[src/rtl/conn_check_gen.sv]
// conn_check_gen: N_CH square-wave connector generator with loopback checking.
// Optional stuck-level tracking is built when CONN_CHK_STUCK_EN is defined.
module conn_check_gen #(
    parameter int N_CH   = 8,
    parameter int BASE_T = 250000,
    parameter int CNT_W  = 24,
    parameter int GUARD  = 16,
    parameter int ERR_W  = 8,
    localparam int SEL_W = (N_CH > 1) ? $clog2(N_CH) : 1
) (
    input  logic             clk,
    input  logic             reset_n,
    input  logic             enable,
    input  logic             clear,
    input  logic [N_CH-1:0]  loop_in,
    input  logic [SEL_W-1:0] err_sel,
    output logic [N_CH-1:0]  drive_out,
    output logic [N_CH-1:0]  ch_fail,
    output logic [ERR_W-1:0] err_cnt_sel,
    output logic             checked,
    output logic [N_CH-1:0]  stuck_hi,
    output logic [N_CH-1:0]  stuck_lo
);

    localparam int GW = (GUARD > 0) ? $clog2(GUARD + 1) : 1;

    logic [N_CH-1:0]  sync_a;
    logic [N_CH-1:0]  sync_b;
    logic             run_q;
    logic [ERR_W-1:0] err_q [N_CH];
    logic [N_CH-1:0]  eval_ok;

    always_ff @(posedge clk or negedge reset_n) begin
        if (!reset_n) begin
            sync_a <= '0;
            sync_b <= '0;
            run_q  <= 1'b0;
        end else begin
            sync_a <= loop_in;
            sync_b <= sync_a;
            run_q  <= enable;
        end
    end

    for (genvar i = 0; i < N_CH; i++) begin : g_ch
        localparam int T = BASE_T * (i + 1);
        localparam logic [CNT_W-1:0] LAST = CNT_W'(T - 1);
        localparam logic [CNT_W-1:0] HALF = CNT_W'(T / 2);

        logic [CNT_W-1:0] phase;
        logic [GW-1:0]    guard;
        logic [ERR_W-1:0] err;
        logic [1:0]       evals;
        logic             drv;
        logic             fail;
        logic             bad_q;
        logic             drv_nxt;
        logic             win_end;
        logic             cmp;
        logic             bad_now;

        assign drv_nxt = phase < HALF;
        // run_q excludes the idle cycle before the first high half-period
        assign win_end = enable && run_q && (drv_nxt != drv);
        assign cmp     = enable && run_q && (guard == '0);
        assign bad_now = bad_q || (cmp && (sync_b[i] != drv));

        always_ff @(posedge clk or negedge reset_n) begin
            if (!reset_n) begin
                phase <= '0;
                drv   <= 1'b0;
                guard <= '0;
            end else if (!enable) begin
                phase <= '0;
                drv   <= 1'b0;
                guard <= GW'(GUARD);
            end else begin
                phase <= (phase == LAST) ? '0 : phase + 1'b1;
                drv   <= drv_nxt;
                if (drv_nxt != drv)
                    guard <= GW'(GUARD);
                else if (guard != '0)
                    guard <= guard - 1'b1;
            end
        end

        always_ff @(posedge clk or negedge reset_n) begin
            if (!reset_n) begin
                bad_q <= 1'b0;
                err   <= '0;
                fail  <= 1'b0;
                evals <= '0;
            end else if (clear) begin
                bad_q <= 1'b0;
                err   <= '0;
                fail  <= 1'b0;
                evals <= '0;
            end else if (!enable || !run_q) begin
                bad_q <= 1'b0;
                if (!enable)
                    evals <= '0;
            end else if (win_end) begin
                bad_q <= 1'b0;
                if (evals != 2'd2)
                    evals <= evals + 1'b1;
                if (bad_now) begin
                    fail <= 1'b1;
                    if (err != '1)
                        err <= err + 1'b1;
                end
            end else begin
                bad_q <= bad_now;
            end
        end

`ifdef CONN_CHK_STUCK_EN
        logic all_hi;
        logic all_lo;
        logic hi_now;
        logic lo_now;
        logic s_hi;
        logic s_lo;

        assign hi_now = all_hi && !(cmp && !sync_b[i]);
        assign lo_now = all_lo && !(cmp && sync_b[i]);

        always_ff @(posedge clk or negedge reset_n) begin
            if (!reset_n) begin
                all_hi <= 1'b1;
                all_lo <= 1'b1;
                s_hi   <= 1'b0;
                s_lo   <= 1'b0;
            end else begin
                if (clear) begin
                    s_hi <= 1'b0;
                    s_lo <= 1'b0;
                end else if (win_end && bad_now) begin
                    if (hi_now)
                        s_hi <= 1'b1;
                    if (lo_now)
                        s_lo <= 1'b1;
                end
                if (clear || !enable || !run_q || win_end) begin
                    all_hi <= 1'b1;
                    all_lo <= 1'b1;
                end else begin
                    all_hi <= hi_now;
                    all_lo <= lo_now;
                end
            end
        end

        assign stuck_hi[i] = s_hi;
        assign stuck_lo[i] = s_lo;
`else
        assign stuck_hi[i] = 1'b0;
        assign stuck_lo[i] = 1'b0;
`endif

        assign drive_out[i] = drv;
        assign ch_fail[i]   = fail;
        assign err_q[i]     = err;
        // evals saturates at 2, so bit 1 marks "two windows seen"
        assign eval_ok[i]   = evals[1];
    end

    always_ff @(posedge clk or negedge reset_n) begin
        if (!reset_n) begin
            err_cnt_sel <= '0;
            checked     <= 1'b0;
        end else begin
            err_cnt_sel <= (int'(err_sel) < N_CH) ? err_q[err_sel] : '0;
            checked     <= (!enable || clear) ? 1'b0 : &eval_ok;
        end
    end

endmodule

[config.mk]
export PLATFORM = sky130hd
export DESIGN_NAME = conn_check_gen
export DESIGN_NICKNAME = d
export VERILOG_FILES = /design/src/rtl/conn_check_gen.sv
export SDC_FILE = /design/constraint.sdc
export NUM_CORES = 1
export LEC_CHECK = 0
export ABC_AREA = 0
export CORE_MARGIN = 5
export CORE_UTILIZATION = 56
export CTS_CLUSTER_SIZE = 16
export DETAILED_ROUTE_END_ITERATION = 10
export PLACE_DENSITY = 0.76
export SYNTH_ARGS = -nofsm -noshare
export SYNTH_HDL_FRONTEND = slang
export SYNTH_SLANG_ARGS = --single-unit
[constraint.sdc]
create_clock -name clk -period 2.6 [get_ports clk]
set_input_delay 0.52 -clock clk [delete_from_list [all_inputs] [get_ports clk]]
set_output_delay 0.52 -clock clk [all_outputs]
set_load 0.005 [all_outputs]
### Word-level counts from Yosys, hierarchy flattened

Index checks and enable logic that the tools add are counted.

| operators by class | value |
|---|---|
| equality and inequality tests | 50 |
| multiply operators | 0 |
| reduce and logical (&&, ||, !) cells | 118 |
| add/sub/neg operators | 32 |
| $lt $le $gt $ge | 9 |
| mux-type cells | 181 |
| bitwise logic cells | 1 |
| div/mod/pow operators | 0 |
| shift operators | 0 |

Operators with widths:

| operator | number |
|---|---|
| 24-bit 2-to-1 mux | 16 |
| 8-bit 2-to-1 mux | 42 |
| 24-bit by 1-bit adder with 24-bit output, second input constant | 8 |
| 5-bit 2-to-1 mux | 24 |
| 24-bit by 21-bit == test with 1-bit output, second input constant | 4 |
| 24-bit by 20-bit less-than comparator with 1-bit output, second input constant | 4 |
| 2-bit 2-to-1 mux | 33 |
| 1-bit 2-to-1 mux | 65 |
| 8-bit by 1-bit adder with 8-bit output, second input constant | 8 |
| 8-bit != test, second input constant | 8 |
| 24-bit by 20-bit == test with 1-bit output, second input constant | 2 |
| 24-bit by 19-bit less-than comparator with 1-bit output, second input constant | 2 |
| 3-bit AND reduction | 16 |
| 2-bit nonzero test | 24 |
| 3-bit nonzero test | 16 |
| 5-bit logical NOT | 8 |
| 5-bit nonzero test | 8 |
| 5-bit by 1-bit subtractor with 5-bit output, second input constant | 8 |
| 4-bit AND reduction | 8 |
| 1-bit logical AND | 25 |
| 8-bit binary-select mux with 3-bit select | 1 |
| 24-bit by 18-bit == test with 1-bit output, second input constant | 1 |
| 24-bit by 19-bit == test with 1-bit output, second input constant | 1 |
| 24-bit by 17-bit less-than comparator with 1-bit output, second input constant | 1 |
| 11 further kinds | 58 |

| word-level totals | value |
|---|---|
| bits in read-only memories | 0 |
| bits of input ports | 15 |
| register bits after elaboration | 362 |
| bits in latches | 0 |
| word-level logic and storage cells | 452 |
| output and inout bits | 41 |
| bits in writable memories | 0 |
| memories | 0 |

### Depth between registers and ports, before layout

Gate-level depths: netlist of run 1.

| depth | value |
|---|---|
| word-level depth | 8 |
| depth in mapped cells | 9 |
| depth with buffers taken out | 8 |

### Least setup slack after synthesis of run 1

OpenSTA, ideal clock, no wires.

| timing path | value |
|---|---|
| path kind | flip-flop to flip-flop |
| start point | register g_ch[0].phase[22] |
| end point | register g_ch[0].err[3] |
| stages on the path, launching flop included | 8 |
| setup time | 0.125 ns |
| buffers on the path | 1 |
| required time | 2.475 ns |
| setup slack | -0.055 ns |
| clock period less this slack | 2.655 ns |
| data arrival time | 2.531 ns |
| path through | dfrtp_1 -> or4_4 -> or3_1 -> o311a_1 -> a21o_1 -> buf_6 -> nor4b_1 -> mux2_2 |

| between the ends | value |
|---|---|
| longest elaborated chain between the ends | 5 |

RTL lines:

| item | line | RTL |
|---|---|---|
| start: declaration | 50 | `logic [CNT_W-1:0] phase;` |
| start signal: assignment | 78 | `phase <= (phase == LAST) ? '0 : phase + 1'b1;` |
| 24-bit by 17-bit less-than comparator with 1-bit output | 62 | `assign drv_nxt = phase < HALF;` |
| 1-bit != test | 64 | `assign win_end = enable && run_q && (drv_nxt != drv);` |
| 1-bit logical AND | 64 |  |
| 2-bit nonzero test (no source line) | - |  |
| 4-bit AND reduction (no source line) | - |  |
| end signal: assignment | 109 | `err <= err + 1'b1;` |
| end: declaration | 52 | `logic [ERR_W-1:0] err;` |

Every way passes these cells.
A chain may end at the register's enable or synchronous reset.

### Worst setup path in the final report of run 1

Ends and elaborated chain as after synthesis.

==> flow_metrics.py, run 1 <==
metrics = {
    "critical_path": {
        "critical_path_arrival_ns": 3.02,
        "cp.depth": 6,
        "path_cells": "or4_4 -> or3_4 -> o311a_4 -> a21o_4 -> nor4b_4 -> mux2_4",
        "r2r_end": "g_ch[0].err[3]$_DFFE_PN0P_",
        "rr_worst_depth": 6,
        "crit_slowest_cell": "or4_4",
        "r2r_slack_ns": 0.01,
        "critPathTopFamily": "simple AND/OR/NAND/NOR gates",
        "crit_path_end_kind": "flop",
        "crit_required_ns": 3.03,
        "critPathMaxFanout": 7,
        "r2r-start": "g_ch[0].phase[22]$_DFF_PN0_",
        "startpoint_type": "flop",
        "crit_start": "g_ch[0].phase[22]$_DFF_PN0_",
        "path_buf_inv": 0,
        "crit_type": "reg2reg",
        "slowest_delay_ns": 0.57,
        "endpoint": "g_ch[0].err[3]$_DFFE_PN0P_",
    },
    "placed_design": {
        "dp_hpwl_um": 28300,
        "dp_cells": 2498,
        "gp_congestion": 0.850,
        "io_buffers": 39,
    },
    "logic_synthesis": {
        "netlist_top_cells_area": "dfrtp_1, nor2_1, xor2_1",
        "synthMuxAreaShare_pct": 5.17,
        "ys.flop_type": "dfrtp_1",
        "ys_seq_area_share_pct": 47.6,
        "synth_top_family_by_area": "simple AND/OR/NAND/NOR gates",
        "synth_top_area_cell": "dfrtp_1",
        "synth-xor-area-share_pct": 8.94,
        "synth_cells": 1964,
        "avgSynthCellArea_um2": 9.68,
        "synth.distinct_cells": 68,
        "ys_ff_latch": 362,
        "async_flop_share_pct": 100,
        "synth_area_um2": 19000,
        "synth_edf_count": 0,
        "netlist.area_leader.share_pct": 47.6,
        "yosysWarnings": 0,
        "synth-compound-area-share_pct": 6.69,
        "yosys.area_share.simple_pct": 25.1,
        "synthAdderAreaFrac_pct": 2.63,
    },
    "timing": {
        "finClkSkew_ns": 0.0247,
        "fin_crit_sh_pct": 99.5,
        "max_freq_mhz": 387,
        "slew_headroom_pct": 31.7,
        "drv_slew": 0,
        "min_period_ns": 2.59,
        "worst_pin_slew_ns": 1.01,
        "final-setup-viol-count": 0,
        "whs_ns": 0.337,
        "hold_violations": 0,
        "rsz0062_at_grt": "true",
    },
    "clocking": {
        "tritoncts": "built",
        "clk_path_buf_depth": 3,
        "clk_latency_ns": 0.55,
        "cts.sinks": 362,
        "root_buffer": "clkbuf_16",
        "htree_levels": 2,
        "clk_pin_slew_worst_paths_ns": 0.06,
        "cts_buffers": 41,
    },
    "power_and_ir_drop": {
        "p_int_mw": 9.62,
        "power_density_nw_per_um2": 556,
        "seqPwrFrac_pct": 46.7,
        "comb_power_share_pct": 6.1,
        "leakage_nw": 9.62,
        "clock_power_share_pct": 47.2,
        "switching_share_pct": 22.7,
        "peakVddDrop_mv": 0.475,
        "switchingPower_mw": 2.83,
    },
    "drt": {
        "drt-total-wl_um": 42100,
        "dr.pass1.iters": 5,
        "post-route-drc-count": 0,
        "met2_length_um": 20300,
        "wl_met1_um": 18700,
        "wl_met3_um": 2060,
        "wire_per_inst_um": 16.3,
        "num_vias": 14900,
        "ant_nets": 0,
        "vias_per_cell": 5.77,
        "highest_layer": "met4",
        "drt-initial-drc-count": 1029,
    },
    "worst_hold_path": {
        "hp-class": "reg2reg",
    },
    "floorplanning": {
        "std_cell_rows": 67,
        "fp.dieW_um": 194,
        "coreArea_um2": 33500,
        "die_area_um2": 37700,
        "die_height_um": 194,
        "num_io_pins": 56,
        "start_util_pct": 56.7,
    },
    "finish": {
        "area_delta_synth_final_pct": 17.8,
        "seqCellArea_um2": 9060,
        "insertedDiodeCount": 0,
        "n_fill_cell": 2507,
        "multi_input_area_um2": 9670,
        "drive_above_1_share_pct": 15.5,
        "fin_nets": 2156,
        "stdcell_count": 2579,
    },
    "grt": {
        "grt_max_degree": 74,
        "grt_pass1_wl_um": 71800,
        "grt_remaining_overflow": 0,
        "grt_usage_pct": 22.1,
        "grt_pass1_vias": 14800,
        "antenna_found_initial": 0,
    },
    "outcome": {
        "status": "finished, final reports clean",
    },
    "flow_run": {
        "drv_cap": 0,
    },
}
[flip-flops by register name (all words and copies together), names as in the netlist]
signal and flops:
sync_b 8, g_ch.fail 8, g_ch.phase 192, run_q 1
g_ch.bad_q 8, g_ch.evals 16, g_ch.err 64, checked 1
g_ch.guard 40, err_cnt_sel 8, g_ch.drv 8, sync_a 8
[stage by stage]
| stage | util, % | setup TNS, ns | area (um2) | power, mW | worst slack, ns |
|---|---|---|---|---|---|
| after detailed placement | 61.5 | -3.90 | 20600 | 6.64 | -0.217 |
| after CTS | 66.1 | -0.0140 | 22200 | 12.6 | -0.00953 |
| after global routing | 66.8 | -0.262 | 22400 | 12.9 | -0.0569 |
| after global placement | 61.5 | -1.75 | 20600 | 6.61 | -0.197 |
| final | 66.8 | 0 | 22400 | 12.4 | 0.0134 |
| after floorplan | - | -0.00288 | 19100 | 6.32 | -0.00288 |
[cells in the final DEF, fill, tap and decap left out, types with 16 or more instances in the layout]
master           synthesis  routed
a21oi_1                 67      64
and3_1                  34      34
buf_4                   32     121
clkbuf_16                0      43
clkdlybuf4s50_1          0      37
conb_1                   1      16
dfrtp_1                362     362
ha_1                    40      40
inv_1                   62      62
mux2_2                  42      38
mux4_2                  16      16
nand2_1                125     124
nand2b_1                23      23
nand3_1                106     106
nand4_1                 50      50
nor2_1                 317     314
nor2b_1                 35      35
nor3_1                  63      60
nor4_1                  46      38
o21ai_0                 41      39
or3_1                   41      38
xnor2_1                 86      86
xor2_1                 108     108
[area by class of cell]
class                           instances  area share [%]
Multi-Input combinational cell       1463            43.2
Timing Repair Buffer                  171            6.69
Sequential cell                       362            40.4
Clock inverter                         15           0.821
Clock buffer                           58            5.32
Tap cell                              448            2.50
Inverter                               62            1.04
[worst min path at each step]
stage | end | slack [ns] | start | cells past startpoint
after global routing | sync_b[5]$_DFF_PN0_ | 0.36 | sync_a[5]$_DFF_PN0_ | 0
after floorplan | checked$_DFF_PN0_ | 0.22 | reset_n | 0
after CTS | sync_b[2]$_DFF_PN0_ | 0.35 | sync_a[2]$_DFF_PN0_ | 0
after global placement | sync_b[4]$_DFF_PN0_ | 0.33 | sync_a[4]$_DFF_PN0_ | 0
after detailed placement | sync_b[2]$_DFF_PN0_ | 0.34 | sync_a[2]$_DFF_PN0_ | 0
final | sync_b[5]$_DFF_PN0_ | 0.34 | sync_a[5]$_DFF_PN0_ | 0
[kinds of logic after synthesis]
kind of cell	Yosys count
buffers and inverters	155
AO/OA/AOI/OAI	198
multiplexers	73
XOR/XNOR	194
flip-flops	362
other	1
AND/OR/NAND/NOR	941
adder cells (fa/ha/maj)	40
[metal layers]
layer / GRT usage [%] / up-vias
li1: - / 7118
met2: 37.1 / 348
met3: 3.21 / 82
met1: 30.3 / 7345
met4: 6.15 / 0
met5: 0 / -
[cell usage after synthesis, types with 8 or more instances]
master and n:
nand2_1 125, inv_1 62, mux2i_1 15, nor3b_1 11
nand3_1 106, a21oi_1 67, xnor2_1 86, a211o_1 8
o211ai_1 9, dfrtp_1 362, buf_4 32, nor2b_1 35
nor3_1 63, clkbuf_1 56, xor2_1 108, mux2_2 42
nor4_1 46, or2_2 10, nor4b_1 15, ha_1 40
nand2b_1 23, or3_1 41, and3_1 34, mux4_2 16
nand4_1 50, or4_1 19, o21ai_0 41, o31ai_1 15
nor2_1 317, and4_1 15
[power groups by stage]
| stage | combinational (mW) | sequential [mW] | clock [mW] |
|---|---|---|---|
| global route | 0.856 | 5.82 | 6.23 |
| detailed placement | 0.735 | 5.91 | 0 |
| global placement | 0.711 | 5.90 | 0 |
| finish | 0.762 | 5.81 | 5.87 |
| floorplan | 0.431 | 5.89 | 0 |
| CTS | 0.753 | 5.81 | 6.01 |
[timing repair]
action                                 4_1_cts  5_1_grt
endpoints found under the hold margin       61        0
pin swaps                                    8       15
cloned                                       0        1
hold buffers                                 1        0
resized for setup                           27       36
setup endpoints to repair                   36       47
setup buffers                                0        6
Note: power is estimated with default switching activity, not from simulation.
==> run 2, diff against run 1 <==
MAX_ROUTING_LAYER = met4   (was not set)
PLACE_DENSITY = 0.84   (was 0.76)
==> flow_metrics.py, run 2 (synthesized netlist as in run 1, its figures left out) <==
metrics = {
    "drt": {
        "wire_per_inst_um": 17.1,
        "num_vias": 15200,
        "dr.pass1.iters": 5,
        "ant_nets": 0,
        "vias_per_cell": 5.95,
        "post-route-drc-count": 0,
        "drt-total-wl_um": 43700,
        "drt-initial-drc-count": 1413,
    },
    "power_and_ir_drop": {
        "peakVddDrop_mv": 0.421,
        "leakage_nw": 9.49,
        "power_density_nw_per_um2": 551,
    },
    "placed_design": {
        "dp_hpwl_um": 29300,
        "dp_cells": 2487,
        "io_buffers": 39,
        "gp_congestion": 0.900,
    },
    "finish": {
        "drive_above_1_share_pct": 14.9,
        "reg_top3": "g_ch.phase: 192 flops, g_ch.err: 64 flops, g_ch.guard: 40 flops",
        "n_fill_cell": 2407,
        "stdcell_count": 2559,
        "fin_nets": 2139,
        "area_delta_synth_final_pct": 16.3,
        "mostFrequentLayoutCells": "dfrtp_1, nor2_1, nand2_1, buf_4, xor2_1",
        "insertedDiodeCount": 0,
        "seqCellArea_um2": 9060,
        "multi_input_area_um2": 9600,
        "regMostFlops": "g_ch.phase",
        "final_common_cell": "dfrtp_1",
        "largest_reg_flops": 192,
    },
    "timing": {
        "whs_ns": 0.342,
        "finClkSkew_ns": 0.0171,
        "final-setup-viol-count": 0,
        "hold_violations": 0,
        "slew_headroom_pct": 47.9,
        "fin_crit_sh_pct": 98.9,
        "max_freq_mhz": 389,
        "worst_pin_slew_ns": 0.776,
        "drv_slew": 0,
        "min_period_ns": 2.57,
    },
    "critical_path": {
        "r2r_slack_ns": 0.03,
        "r2r-start": "g_ch[0].phase[20]$_DFF_PN0_",
        "crit_slowest_cell": "or4_4",
        "slowest_delay_ns": 0.56,
        "startpoint_type": "flop",
        "critical_path_arrival_ns": 3.04,
        "critPathMaxFanout": 6,
        "crit_required_ns": 3.06,
        "crit_path_end_kind": "flop",
        "r2r_end": "g_ch[0].err[4]$_DFFE_PN0P_",
        "crit_type": "reg2reg",
        "rr_worst_depth": 6,
        "crit_top_cell": "or4_4",
        "path_cells": "or4_4 -> or4_4 -> o311a_4 -> a21o_4 -> or4_4 -> a21oi_2",
    },
    "worst_hold_path": {
        "hp-class": "reg2reg",
        "min_to": "sync_b[3]$_DFF_PN0_",
        "min_path_cells": 0,
        "worstHoldStart": "sync_a[3]$_DFF_PN0_",
    },
    "grt": {
        "grt-busiest-layer": "met2",
        "use_met2_pct": 39.3,
        "gr-usage-met1_pct": 30.2,
        "use_met3_pct": 3.01,
        "antenna_found_initial": 0,
        "grt_usage_pct": 23.5,
        "grt_pass1_vias": 15300,
        "grt_pass1_wl_um": 74200,
        "grt_remaining_overflow": 0,
        "grt_max_degree": 72,
    },
    "flow_run": {
        "drv_cap": 0,
    },
    "floorplanning": {
        "start_util_pct": 56.7,
        "fp.dieW_um": 194,
        "coreArea_um2": 33500,
        "die_height_um": 194,
        "num_io_pins": 56,
        "die_area_um2": 37700,
        "std_cell_rows": 67,
    },
    "clocking": {
        "cts_buffers": 39,
        "clk_pin_slew_worst_paths_ns": 0.06,
        "htree_levels": 2,
        "clk_path_buf_depth": 3,
        "tritoncts": "built",
        "clk_latency_ns": 0.54,
        "root_buffer": "clkbuf_16",
        "cts.sinks": 362,
    },
    "outcome": {
        "status": "finished, final reports clean",
    },
}
run 2: changes by cell type in the layout (fill, tap and decap cells not counted), moves of 3 or more:
cell       delta
buf_12        -3
nor4_4        -3
bufinv_16     -3
nor4_2        +3
clkbuf_8      +9
clkbuf_1      -4
clkinv_2      -4
buf_4         -9
run 2: what timing repair did:
| action | CTS | global route |
|---|---|---|
| buffers inserted | 1 | 2 |
| hold buffers | 1 | 0 |
| endpoints found under the hold margin | 50 | 0 |
| resized for setup | 22 | 29 |
| setup endpoints to repair | 23 | 47 |
| pin swaps | 6 | 10 |
run 2: how the worst max path moves through the flow:
| stage | startpoint | to | slack, ns | cells after the start |
|---|---|---|---|---|
| after floorplan | g_ch[0].phase[22]$_DFF_PN0_ | g_ch[0].err[3]$_DFFE_PN0P_ | -0.003 | 7 |
| after global placement | enable | g_ch[0].err[6]$_DFFE_PN0P_ | -0.14 | 7 |
| after detailed placement | enable | g_ch[0].err[6]$_DFFE_PN0P_ | -0.14 | 7 |
| after CTS | g_ch[0].phase[22]$_DFF_PN0_ | g_ch[0].err[5]$_DFFE_PN0P_ | 0.002 | 6 |
| after global routing | g_ch[1].phase[20]$_DFF_PN0_ | g_ch[1].err[6]$_DFFE_PN0P_ | -0.04 | 8 |
| final | g_ch[0].phase[20]$_DFF_PN0_ | g_ch[0].err[4]$_DFFE_PN0P_ | 0.03 | 6 |
run 2: power breakdown:
| part | leakage (nW) | internal (mW) | switching, mW |
|---|---|---|---|
| Sequential | 4.93 | 5.72 | 0.0868 |
| Combinational | 3.91 | 0.297 | 0.469 |
| Clock | 0.653 | 3.39 | 2.23 |
run 2: worst max-delay path, delay by kind of cell (launching register included):
| kind | cells | cell delay (ns) |
|---|---|---|
| AO/OA/AOI/OAI | 3 | 0.54 |
| AND/OR/NAND/NOR | 3 | 1.58 |
| flip-flops | 1 | 0.38 |
run 2: area by class of cell:
type                            count  area share (%)
Multi-Input combinational cell   1462            43.4
Tap cell                          448            2.53
Inverter                           62            1.05
Timing Repair Buffer              157            6.09
Clock buffer                       61            5.66
Clock inverter                      7           0.300
Sequential cell                   362            41.0
run 2: through the flow:
stage	util, %	setup slack (ns)	total power [mW]	instance area, um2	TNS [ns]
2_1_floorplan	-	-0.00288	6.32	19100	-0.00288
3_3_place_gp	61.2	-0.141	6.61	20500	-0.915
3_5_place_dp	61.2	-0.138	6.65	20500	-2.39
4_1_cts	65.5	0.00231	12.3	22000	0
5_1_grt	66.0	-0.0423	12.6	22100	-0.132
6_report	66.0	0.0275	12.2	22100	0
run 2: routing by layer:
| layer | wire length [um] | vias to the layer above |
|---|---|---|
| li1 | - | 7108 |
| met1 | 18300 | 7559 |
| met2 | 22000 | 466 |
| met3 | 2130 | 92 |
| met4 | 1250 | 0 |
| met5 | 0 | - |
==> run 3, diff against run 2 <==
CORE_MARGIN = 2   (was 5)
==> flow_metrics.py, run 3 (synthesized netlist as in run 1, its figures left out) <==
metrics = {
    "timing": {
        "slew_headroom_pct": 49.6,
        "finClkSkew_ns": 0.0210,
        "worst_pin_slew_ns": 0.751,
        "hold_violations": 0,
        "drv_slew": 0,
        "max_freq_mhz": 387,
        "final-setup-viol-count": 0,
        "fin_crit_sh_pct": 99.4,
        "rsz0062_at_grt": "true",
        "min_period_ns": 2.58,
    },
    "floorplanning": {
        "start_util_pct": 56.8,
        "std_cell_rows": 67,
        "die_height_um": 188,
        "fp.dieW_um": 188,
        "num_io_pins": 56,
        "die_area_um2": 35400,
        "coreArea_um2": 33400,
    },
    "clocking": {
        "clk_path_buf_depth": 3,
        "clk_latency_ns": 0.54,
        "htree_levels": 2,
        "clk_pin_slew_worst_paths_ns": 0.06,
        "root_buffer": "clkbuf_16",
        "tritoncts": "built",
        "cts_buffers": 39,
        "cts.sinks": 362,
    },
    "critical_path": {
        "r2r_slack_ns": 0.02,
        "r2r_end": "g_ch[0].err[4]$_DFFE_PN0P_",
        "path_cells": "or4_4 -> or3_4 -> o311a_4 -> a21o_4 -> or4_4 -> a21oi_2",
        "crit_start": "g_ch[0].phase[22]$_DFF_PN0_",
        "crit_required_ns": 3.04,
        "critical_path_arrival_ns": 3.03,
        "crit_slowest_cell": "or4_4",
        "slowest_delay_ns": 0.57,
        "crit_path_end_kind": "flop",
        "critPathMaxFanout": 6,
        "endpoint": "g_ch[0].err[4]$_DFFE_PN0P_",
        "crit_top_cell": "or4_4",
        "rr_worst_depth": 6,
        "crit_type": "reg2reg",
        "startpoint_type": "flop",
        "r2r-start": "g_ch[0].phase[22]$_DFF_PN0_",
    },
    "grt": {
        "grt_remaining_overflow": 0,
        "grt_pass1_wl_um": 71500,
        "grt_pass1_vias": 14700,
        "antenna_found_initial": 0,
        "grt_max_degree": 82,
        "grt_usage_pct": 24.9,
    },
    "drt": {
        "ant_nets": 0,
        "num_vias": 15100,
        "drt-initial-drc-count": 1478,
        "post-route-drc-count": 0,
        "vias_per_cell": 5.91,
        "drt-total-wl_um": 42900,
        "dr.pass1.iters": 6,
        "wire_per_inst_um": 16.8,
    },
    "power_and_ir_drop": {
        "leakage_nw": 9.52,
        "power_density_nw_per_um2": 543,
        "power.total_mw": 12.0,
        "peakVddDrop_mv": 0.419,
    },
    "finish": {
        "largest_reg_flops": 192,
        "stdcell_count": 2562,
        "insertedDiodeCount": 0,
        "fin_nets": 2142,
        "final_common_cell": "dfrtp_1",
        "mostFrequentLayoutCells": "dfrtp_1, nor2_1, nand2_1, buf_4, xor2_1",
        "regMostFlops": "g_ch.phase",
        "area_delta_synth_final_pct": 16.5,
        "reg_top3": "g_ch.phase: 192 flops, g_ch.err: 64 flops, g_ch.guard: 40 flops",
        "drive_above_1_share_pct": 14.9,
    },
    "outcome": {
        "status": "finished, final reports clean",
    },
    "placed_design": {
        "dp_cells": 2487,
        "io_buffers": 39,
        "gp_congestion": 0.886,
        "dp_hpwl_um": 28800,
    },
    "worst_hold_path": {
        "hp-class": "reg2reg",
    },
    "flow_run": {
        "drv_cap": 0,
    },
}
run 3: how the worst min path moves through the flow:
| stage | end | cells past startpoint | slack (ns) | start |
|---|---|---|---|---|
| finish | sync_b[7]$_DFF_PN0_ | 0 | 0.35 | sync_a[7]$_DFF_PN0_ |
| CTS | sync_b[7]$_DFF_PN0_ | 0 | 0.35 | sync_a[7]$_DFF_PN0_ |
| global placement | sync_b[7]$_DFF_PN0_ | 0 | 0.33 | sync_a[7]$_DFF_PN0_ |
| global route | sync_b[4]$_DFF_PN0_ | 0 | 0.35 | sync_a[4]$_DFF_PN0_ |
| detailed placement | sync_b[7]$_DFF_PN0_ | 0 | 0.33 | sync_a[7]$_DFF_PN0_ |
| floorplan | checked$_DFF_PN0_ | 0 | 0.22 | reset_n |
run 3: per-stage QoR:
stage                     util (%)  instance area, um2  hold WS, ns  TNS [ns]  worst slack (ns)
after floorplan                  -               19100        0.224  -0.00288          -0.00288
after global placement        61.4               20500        0.333    -0.531           -0.0872
after detailed placement      61.4               20500        0.335     -1.58            -0.125
after CTS                     65.5               21900        0.347   -0.0127           -0.0127
after global routing          66.2               22200        0.355    -0.183           -0.0420
final                         66.2               22200        0.346         0            0.0153
run 3: repair_timing:
action | in CTS | in global routing
hold buffers | 1 | 0
endpoints found under the hold margin | 46 | 0
pin swaps | 8 | 11
buffers inserted | 4 | 2
gates resized for setup | 18 | 38
setup endpoints to repair | 24 | 66
run 3: layout make-up:
type / instances / area (um2)
timing repair buffer: 160 / 1400
tap: 448 / 561
clock inverter: 8 / 95.1
inverter: 62 / 233
clock buffer: 60 / 1160
sequential: 362 / 9060
multi-input combinational: 1462 / 9650
fill: 2384 / 11300
run 3: worst max-delay path, delay by kind of cell (launching register included):
family | cells | cell delay [ns]
and+or+nand+nor | 3 | 1.40
AOI/OAI and AO/OA | 3 | 0.72
DFF | 1 | 0.38
run 3: layer usage:
layer | track usage, % | share of wire [%] | up-vias
li1 | - | - | 7081
met1 | 32.4 | 42 | 7408
met2 | 40.7 | 49 | 538
met3 | 3.28 | 5.7 | 108
met4 | 7.87 | 3.0 | 0
met5 | - | 0 | -
run 3: power by group:
part | internal [mW] | switching (mW)
registers | 5.72 | 0.0850
logic | 0.302 | 0.462
clock network | 3.26 | 2.21
total | 9.28 | 2.76
